--- src/rtl/rc_unicast_nport.sv ---
// rc_unicast_nport: per-port flit FIFOs; the dimension-ordered route (XY or YX) is computed at enqueue and stored with the flit.
// Ports: rc_clk/rst (async active-high); data_in/valid_in/in_ready upstream; data_out/direction_out/valid_out/rc_ready downstream; route_err sticky per port.
// Latency: one cycle enqueue-to-head. Backpressure: in_ready low when full (no bypass); flits offered while in_ready is low are dropped.
module rc_unicast_nport #(
    parameter int NPORTS     = 5,
    parameter int DEPTH      = 4,
    parameter int WIDTH      = 2,
    parameter int DATASIZE   = 30,
    parameter int MESH_X     = 4,
    parameter int MESH_Y     = 4,
    parameter int ID_W       = 4,
    parameter int router_ID  = 6,
    parameter int ROUTE_MODE = 0
) (
    input  logic                         rc_clk,
    input  logic                         rst,
    input  logic [NPORTS*DATASIZE-1:0]   data_in,
    input  logic [NPORTS-1:0]            valid_in,
    output logic [NPORTS-1:0]            in_ready,
    output logic [NPORTS*DATASIZE-1:0]   data_out,
    output logic [NPORTS*5-1:0]          direction_out,
    output logic [NPORTS-1:0]            valid_out,
    input  logic [NPORTS-1:0]            rc_ready,
    output logic [NPORTS-1:0]            route_err
);
    localparam int NODES = MESH_X * MESH_Y;
    localparam int X0    = router_ID % MESH_X;
    localparam int Y0    = router_ID / MESH_X;
    localparam int EW    = DATASIZE + 5;
    localparam logic [WIDTH:0] FULL_CNT = (WIDTH+1)'(DEPTH);

    // Direction encoding: bit0 N, bit1 E, bit2 W, bit3 S, bit4 L
    localparam logic [4:0] DIR_N = 5'b00001;
    localparam logic [4:0] DIR_E = 5'b00010;
    localparam logic [4:0] DIR_W = 5'b00100;
    localparam logic [4:0] DIR_S = 5'b01000;
    localparam logic [4:0] DIR_L = 5'b10000;

    for (genvar p = 0; p < NPORTS; p++) begin : g_port
        logic [DATASIZE-1:0] flit_in;
        logic [ID_W-1:0]     dest;
        int                  dest_i;
        int                  dx;
        int                  dy;
        logic [4:0]          dir;
        logic                bad;
        logic [EW-1:0]       mem_q [DEPTH];
        logic [WIDTH-1:0]    wr_ptr_q, wr_ptr_d;
        logic [WIDTH-1:0]    rd_ptr_q, rd_ptr_d;
        logic [WIDTH:0]      count_q, count_d;
        logic                err_q, err_d;
        logic                push, pop;

        assign flit_in = data_in[p*DATASIZE +: DATASIZE];
        assign dest    = flit_in[DATASIZE-1 -: ID_W];

        // Route of the incoming flit; out-of-mesh destinations get no direction
        always_comb begin
            dest_i = int'(dest);
            dx     = dest_i % MESH_X;
            dy     = dest_i / MESH_X;
            dir    = 5'b00000;
            bad    = 1'b0;
            if (dest_i >= NODES) begin
                bad = 1'b1;
            end else if (ROUTE_MODE == 0) begin
                if (dx > X0)      dir = DIR_E;
                else if (dx < X0) dir = DIR_W;
                else if (dy < Y0) dir = DIR_N;
                else if (dy > Y0) dir = DIR_S;
                else              dir = DIR_L;
            end else begin
                if (dy < Y0)      dir = DIR_N;
                else if (dy > Y0) dir = DIR_S;
                else if (dx > X0) dir = DIR_E;
                else if (dx < X0) dir = DIR_W;
                else              dir = DIR_L;
            end
        end

        // Handshakes depend only on the registered count
        assign in_ready[p]  = (count_q != FULL_CNT);
        assign valid_out[p] = (count_q != '0);
        assign push         = valid_in[p] & in_ready[p];
        assign pop          = valid_out[p] & rc_ready[p];

        always_comb begin
            wr_ptr_d = wr_ptr_q;
            rd_ptr_d = rd_ptr_q;
            count_d  = count_q;
            err_d    = err_q | (push & bad);
            if (push) wr_ptr_d = wr_ptr_q + 1'b1;
            if (pop)  rd_ptr_d = rd_ptr_q + 1'b1;
            if (push && !pop)      count_d = count_q + 1'b1;
            else if (!push && pop) count_d = count_q - 1'b1;
        end

        always_ff @(posedge rc_clk or posedge rst) begin
            if (rst) begin
                wr_ptr_q <= '0;
                rd_ptr_q <= '0;
                count_q  <= '0;
                err_q    <= 1'b0;
                for (int i = 0; i < DEPTH; i++) mem_q[i] <= '0;
            end else begin
                wr_ptr_q <= wr_ptr_d;
                rd_ptr_q <= rd_ptr_d;
                count_q  <= count_d;
                err_q    <= err_d;
                if (push) mem_q[wr_ptr_q] <= {dir, flit_in};
            end
        end

        assign data_out[p*DATASIZE +: DATASIZE] = mem_q[rd_ptr_q][DATASIZE-1:0];
        assign direction_out[p*5 +: 5]          = mem_q[rd_ptr_q][EW-1 -: 5];
        assign route_err[p]                     = err_q;
    end
endmodule
--- config.mk ---
export PLATFORM = sky130hd
export DESIGN_NAME = rc_unicast_nport
export DESIGN_NICKNAME = d
export VERILOG_FILES = /design/src/rtl/rc_unicast_nport.sv
export SDC_FILE = /design/constraint.sdc
export NUM_CORES = 1
export LEC_CHECK = 0
export ABC_AREA = 0
export CAP_MARGIN = 15
export CORE_MARGIN = 2
export CORE_UTILIZATION = 55
export CTS_CLUSTER_DIAMETER = 200
export DETAILED_ROUTE_END_ITERATION = 8
export DONT_BUFFER_PORTS = 1
export GPL_ROUTABILITY_DRIVEN = 0
export HOLD_SLACK_MARGIN = 0.02
export PLACE_DENSITY = 0.7
export SLEW_MARGIN = 0
export SYNTH_ARGS = -nofsm -noshare
export SYNTH_HDL_FRONTEND = slang
export SYNTH_SLANG_ARGS = --single-unit
--- constraint.sdc ---
create_clock -name rc_clk -period 29.2 [get_ports rc_clk]
set_input_delay 4.38 -clock rc_clk [delete_from_list [all_inputs] [get_ports rc_clk]]
set_output_delay 4.38 -clock rc_clk [all_outputs]
set_load 0.01 [all_outputs]
==> flow_summary.json, run 1 <==
{
  "outcome": "completed",
  "clk_pin_slew_ps": 60,
  "r2r-start": "g_port[0].count_q[0]",
  "die_w_um": 258,
  "synth_edf_count": 0,
  "h-tree-depth": 3,
  "hpwl_um": 42700,
  "finalCritPeriodShare_pct": 23.4,
  "core_area_um2": 64200,
  "antenna_found_initial": 0,
  "dieArea_um2": 66700,
  "die_y_um": 258,
  "synth_fa_ha_area_share_pct": 1.16,
  "p_leak_nw": 16.7,
  "grt_pass1_vias": 18443,
  "cts-resized-gates": 0,
  "n_antenna_cell": 0,
  "fillerInstances": 4735,
  "slowest_delay_ps": 740,
  "finalNetCount": 2083,
  "wl_per_cell_um": 25.0,
  "slew_headroom_pct": 24.4,
  "holdPathStages": 1,
  "ios": 352,
  "synth_mux_area_share_pct": 39.6,
  "synth_area_per_cell_um2": 18.5,
  "drv_cap": 0,
  "drc": 0,
  "clock_sinks": 735,
  "cp_cell_sequence": "buf_4, mux4_2",
  "arrival_ps": 2460,
  "num_vias": 16429,
  "syn_area_um2": 35600,
  "cts_buffer_depth": 3,
  "insertion_delay_ps": 600,
  "synth-seq-cells": 735,
  "overflow": 0,
  "cp_max_fo": 19,
  "cts_hold_buf": 0,
  "rsz0062_at_grt": "false",
  "firstDrtPassIters": 4,
  "finalWirelength_um": 70000,
  "synth_compound_area_share_pct": 0,
  "drt-initial-drc-count": 1132,
  "seq_area_frac_synth_pct": 51.7,
  "areaGrowthSynthToFinish_pct": 6.05,
  "globalRouteTotalUtil_pct": 21.3,
  "drive_gt1_share_pct": 52.9,
  "placementRows": 93,
  "required_ps": 24820,
  "layoutNonFillerInstCount": 2804,
  "yosys.area_share.xor_xnor_pct": 0.738,
  "fin_crit_ps": 6840,
  "postRouteAntennaNets": 0,
  "root_buffer": "clkbuf_16",
  "cts_setup_buffers": 0,
  "synthCells": 1927,
  "worst_pin_slew_ps": 1130,
  "min_from": "g_port[1].count_q[2]",
  "hold_path_end": "g_port[1].count_q[2]",
  "irDropWorstVdd_uv": 120,
  "cts_buffers": 78,
  "powerDensity_nw_per_um2": 128,
  "yosysWarningCount": 0,
  "finalSetupTns_ps": 0,
  "synth-simple-area-share_pct": 1.55,
  "timing.fmax_ghz": 0.146,
  "fin_worst_skew_ps": 24.6,
  "cts_tree": "built",
  "yosysUniqueCellTypes": 28,
  "io_buffer_count": 0,
  "grt_max_degree": 192,
  "slowest_stage": "dfrtp_2",
  "synth_top_family_by_area": "multiplexers",
  "vias_per_cell": 5.86,
  "critPathKind": "flop to output pin",
  "critPathCaptureType": "output pin",
  "rrSetupSlack_ps": 26720,
  "drv_slew": 0,
  "hold_path.class": "flop to flop",
  "cp-start-kind": "flop",
  "hold_viol_final": 0,
  "place_inst": 2666,
  "setup_violations": 0,
  "grt_pass1_wl_um": 112000,
  "synthArstFlopShare_pct": 100,
  "synth_ff_type": "dfrtp_1",
  "timing.rr.end": "g_port[0].count_q[1]",
  "initial_core_util_pct": 55.4,
  "reg2reg_depth": 7
}
-- flip-flops by register name (all words and copies together) (netlist names) --
name,flops
g_port.mem_q,700
g_port.rd_ptr_q,10
g_port.wr_ptr_q,10
g_port.count_q,15
-- logic make-up after synthesis --
family | count (synthesis)
xor+xnor | 30
mux | 885
buf+inv | 176
fa+ha+maj | 30
other cells | 1
simple gates | 70
flops | 735
-- synthesized netlist by cell type, drive strengths merged (10+ instances only) --
library cell	instances	area, um^2
buf	115	1640
mux2i	20	200
xor2	10	87.6
ha	25	313
inv	41	154
dfrtp	735	18400
and3	20	225
clkbuf	20	75.1
mux4	175	3940
nand2	10	37.5
mux2	690	9950
xnor2	20	175
-- power by group --
part	internal [mW]	switching [mW]	leakage, nW	total, mW
Sequential	1.53	0.322	8.83	1.85
Clock	0.610	0.403	1.29	1.01
Combinational	1.19	0.786	6.61	1.98
-- placed cells by master, fill, tap and decap left out, types with 8 or more instances in the layout --
cell type	count
clkbuf_1	15
clkbuf_8	16
mux2_2	110
mux4_2	175
bufinv_16	8
mux2_4	580
clkbuf_16	79
xor2_1	10
dfrtp_1	729
xnor2_1	20
inv_1	40
nand2_1	10
clkinv_2	12
and3_4	20
mux2i_1	20
buf_4	13
ha_1	25
-- critical path, delay by kind of cell, from the launching register on --
kind | cells | cell delay [ps]
flops | 1 | 740
mux | 1 | 650
buf+inv | 1 | 460
-- layout make-up --
class / instances / area, um^2 / area share, %
Clock buffer: 110 / 2250 / 5.97
Multi-Input combinational cell: 1020 / 15300 / 40.6
Tap cell: 855 / 1070 / 2.83
Timing Repair Buffer: 15 / 138 / 0.365
Clock inverter: 28 / 382 / 1.01
Inverter: 41 / 161 / 0.428
Sequential cell: 735 / 18400 / 48.8
-- how the worst max path moves through the flow --
stage / startpoint / endpoint / slack (ps) / cells past startpoint
floorplan: rst / g_port[0].count_q[0] / 4200 / 1
global placement: rst / g_port[2].rd_ptr_q[0] / 22320 / 3
detailed placement: rst / g_port[2].rd_ptr_q[0] / 22110 / 3
CTS: g_port[4].rd_ptr_q[0] / data_out[146] / 22270 / 2
global route: g_port[4].rd_ptr_q[0] / direction_out[21] / 22190 / 2
finish: g_port[4].rd_ptr_q[0] / data_out[146] / 22360 / 2
-- per-stage QoR --
stage	utilization [%]	instance area (um^2)	hold slack, ps	total power [mW]	setup WS, ps
after global routing	58.8	37700	499	5.10	22190
after detailed placement	54.7	35100	468	3.86	22110
after CTS	58.8	37700	480	4.90	22270
final	58.8	37700	474	4.84	22360
after global placement	54.7	35100	461	3.79	22320
after floorplan	-	35600	446	3.57	4200
-- routing by layer --
| metal | global-route usage, % | up-vias | routed length (um) |
|---|---|---|---|
| met2 | 33.6 | 340 | 33500 |
| met5 | 0 | - | 0 |
| met1 | 28.7 | 9034 | 29800 |
| met3 | 6.88 | 91 | 5000 |
| met4 | 5.89 | 0 | 1680 |
| li1 | - | 6964 | - |
(Power assumes the default switching activity.)
==> inputs of run 2 (changes only) <==
--- a/config.mk
+++ b/config.mk
@@ -5,7 +5,7 @@
 export SDC_FILE = /design/constraint.sdc
 export NUM_CORES = 1
 export LEC_CHECK = 0
-export ABC_AREA = 0
+export ABC_AREA = 1
 export CAP_MARGIN = 15
 export CORE_MARGIN = 2
 export CORE_UTILIZATION = 55
==> constraint.sdc (replaced) <==
create_clock -name rc_clk -period 6.8 [get_ports rc_clk]
set_input_delay 1.02 -clock rc_clk [delete_from_list [all_inputs] [get_ports rc_clk]]
set_output_delay 1.02 -clock rc_clk [all_outputs]
set_load 0.01 [all_outputs]
==> flow_summary.json, run 2 <==
{
  "drt-initial-drc-count": 3626,
  "drv_slew": 0,
  "syn_area_um2": 35900,
  "yosysWarningCount": 0,
  "finalCritPeriodShare_pct": 56.5,
  "dieArea_um2": 67400,
  "reg2reg_depth": 9,
  "finalNetCount": 4337,
  "required_ps": 5780,
  "outcome": "completed",
  "fin_worst_skew_ps": 26.6,
  "fillerInstances": 5799,
  "insertion_delay_ps": 630,
  "setup_violations": 0,
  "synthCells": 4421,
  "yosysUniqueCellTypes": 22,
  "cp-start-kind": "flop",
  "fin_crit_ps": 3840,
  "hold_path.class": "primary input to async pin",
  "io_buffer_count": 0,
  "layout_common_cells": "nand2_1, dfrtp_1, nand4_1",
  "globalRouteTotalUtil_pct": 30.7,
  "fin_hold_ws_ps": 427,
  "placementRows": 93,
  "cp_cell_sequence": "buf_4, inv_2, buf_4, o21ai_0, o22ai_1",
  "h-tree-depth": 3,
  "timing.rr.end": "g_port[3].count_q[1]",
  "top_register": "g_port.mem_q",
  "register_area_um2": 18400,
  "cp_top_family": "buffers and inverters",
  "crit_top_cell": "buf_4",
  "yosys.area.top_type": "dfrtp_1",
  "timing.fmax_ghz": 0.260,
  "grt_pass1_vias": 29883,
  "core_area_um2": 64600,
  "cts_setup_buffers": 0,
  "grt_max_degree": 182,
  "cts_buffer_depth": 3,
  "cts-resized-gates": 0,
  "synth-seq-cells": 735,
  "die_w_um": 260,
  "final_common_cell": "nand2_1",
  "slowest_stage": "inv_2",
  "grt_pass1_wl_um": 167000,
  "hold_viol_final": 0,
  "worst_pin_slew_ps": 1030,
  "clock_sinks": 735,
  "areaGrowthSynthToFinish_pct": 6.64,
  "rsz0062_at_grt": "false",
  "crit_buf_inv": 3,
  "rrSetupSlack_ps": 4010,
  "clk_pin_slew_ps": 60,
  "antenna_found_initial": 0,
  "layoutNonFillerInstCount": 5062,
  "drc": 0,
  "arrival_ps": 2820,
  "drive_gt1_share_pct": 5.28,
  "overflow": 0,
  "multi_input_area_um2": 15300,
  "r2r-start": "g_port[3].count_q[1]",
  "seq_area_frac_synth_pct": 51.2,
  "irDropWorstVdd_uv": 414,
  "n_antenna_cell": 0,
  "slowest_delay_ps": 520,
  "finalWirelength_um": 105000,
  "p_leak_nw": 19.2,
  "firstDrtPassIters": 6,
  "ios": 352,
  "synth_top_area_share_pct": 51.2,
  "synth_edf_count": 0,
  "drv_cap": 0,
  "hpwl_um": 55200,
  "biggestRegsByFlops": "g_port.mem_q: 700 flops, g_port.count_q: 15 flops",
  "synth_ff_type": "dfrtp_1",
  "yosysMostFrequentCell": "nand2_1",
  "root_buffer": "clkbuf_16",
  "powerDensity_nw_per_um2": 536,
  "cts_buffers": 81,
  "synth_area_leaders": "dfrtp_1, nand2_1, nand4_1, o21ai_0, nor2_1",
  "vias_per_cell": 6.20,
  "num_vias": 31398,
  "cp_max_fo": 73,
  "initial_core_util_pct": 55.7,
  "critPathKind": "flop to output pin",
  "largest_reg_flops": 700,
  "postRouteAntennaNets": 0,
  "die_y_um": 260,
  "critPathCaptureType": "output pin",
  "wl_per_cell_um": 20.7,
  "synthArstFlopShare_pct": 100,
  "synth_common_cells": "nand2_1, dfrtp_1, nand4_1, nor2_1, o21ai_0",
  "cts_tree": "built",
  "place_inst": 4917,
  "synth_area_per_cell_um2": 8.13,
  "slew_headroom_pct": 31.1,
  "cts_hold_buf": 0
}
-- run 2: worst max path at each step --
stage / startpoint / end / slack, ps / cells after the start
after floorplan: rst / g_port[0].count_q[0] / -4290 / 1
after global placement: g_port[3].rd_ptr_q[0] / direction_out[16] / 3610 / 5
after detailed placement: g_port[3].rd_ptr_q[0] / direction_out[16] / 3570 / 5
after CTS: g_port[3].rd_ptr_q[0] / direction_out[16] / 2900 / 5
after global routing: g_port[3].rd_ptr_q[0] / data_out[112] / 2750 / 5
final: g_port[3].rd_ptr_q[0] / data_out[112] / 2960 / 5
-- run 2: stage by stage --
stage / cell area (um^2) / TNS, ps / worst slack, ps / power [mW] / util, %
4_1_cts: 38300 / 0 / 2900 / 20.5 / 59.3
2_1_floorplan: 36000 / -3154280 / -4290 / 13.7 / -
3_5_place_dp: 35600 / 0 / 3570 / 15.9 / 55.1
3_3_place_gp: 35600 / 0 / 3610 / 15.7 / 55.1
6_report: 38300 / 0 / 2960 / 20.5 / 59.3
5_1_grt: 38300 / 0 / 2750 / 21.9 / 59.3
-- run 2: worst reg2reg max path: stages, from the launching register on --
cell and delay (ps):
dfrtp_1 400, inv_1 140, nand3_4 740, nand2_1 400, inv_1 140, ha_1 230
inv_1 90, fa_1 410, nand2_1 70, o21ai_0 70
-- run 2: cell type report --
class	instances	share of cell area, %
Tap cell	855	2.79
Inverter	81	0.810
Sequential cell	735	48.0
Timing Repair Buffer	54	1.16
Multi-Input combinational cell	3192	40.0
Clock buffer	112	6.10
Clock inverter	33	1.09
-- run 2: kinds of logic after synthesis --
| logic type | Yosys count | share of synthesized area [%] |
|---|---|---|
| other | 1 | 0.0104 |
| and+or+nand+nor | 2612 | 33.0 |
| DFF | 735 | 51.2 |
| xor gates and xnor gates | 10 | 0.244 |
| AOI/OAI and AO/OA | 535 | 8.06 |
| adders and majority gates | 30 | 1.15 |
| buffers and inverters | 498 | 6.32 |
-- run 2: where the power goes --
| part | switching (mW) | internal (mW) | total [mW] |
|---|---|---|---|
| combinational | 6.23 | 2.35 | 8.58 |
| clock | 1.84 | 2.71 | 4.55 |
| sequential | 1.06 | 6.34 | 7.40 |
| total | 9.13 | 11.4 | 20.5 |
-- run 2: metal layers --
layer	global-route usage, %	wire (um)	share of wire [%]	up-vias
met5	0	0	0	-
met4	10.1	2920	2.8	0
met3	7.06	9490	9.1	191
met2	48.7	49000	47	1324
met1	42.0	43500	41	15310
li1	-	-	-	14573
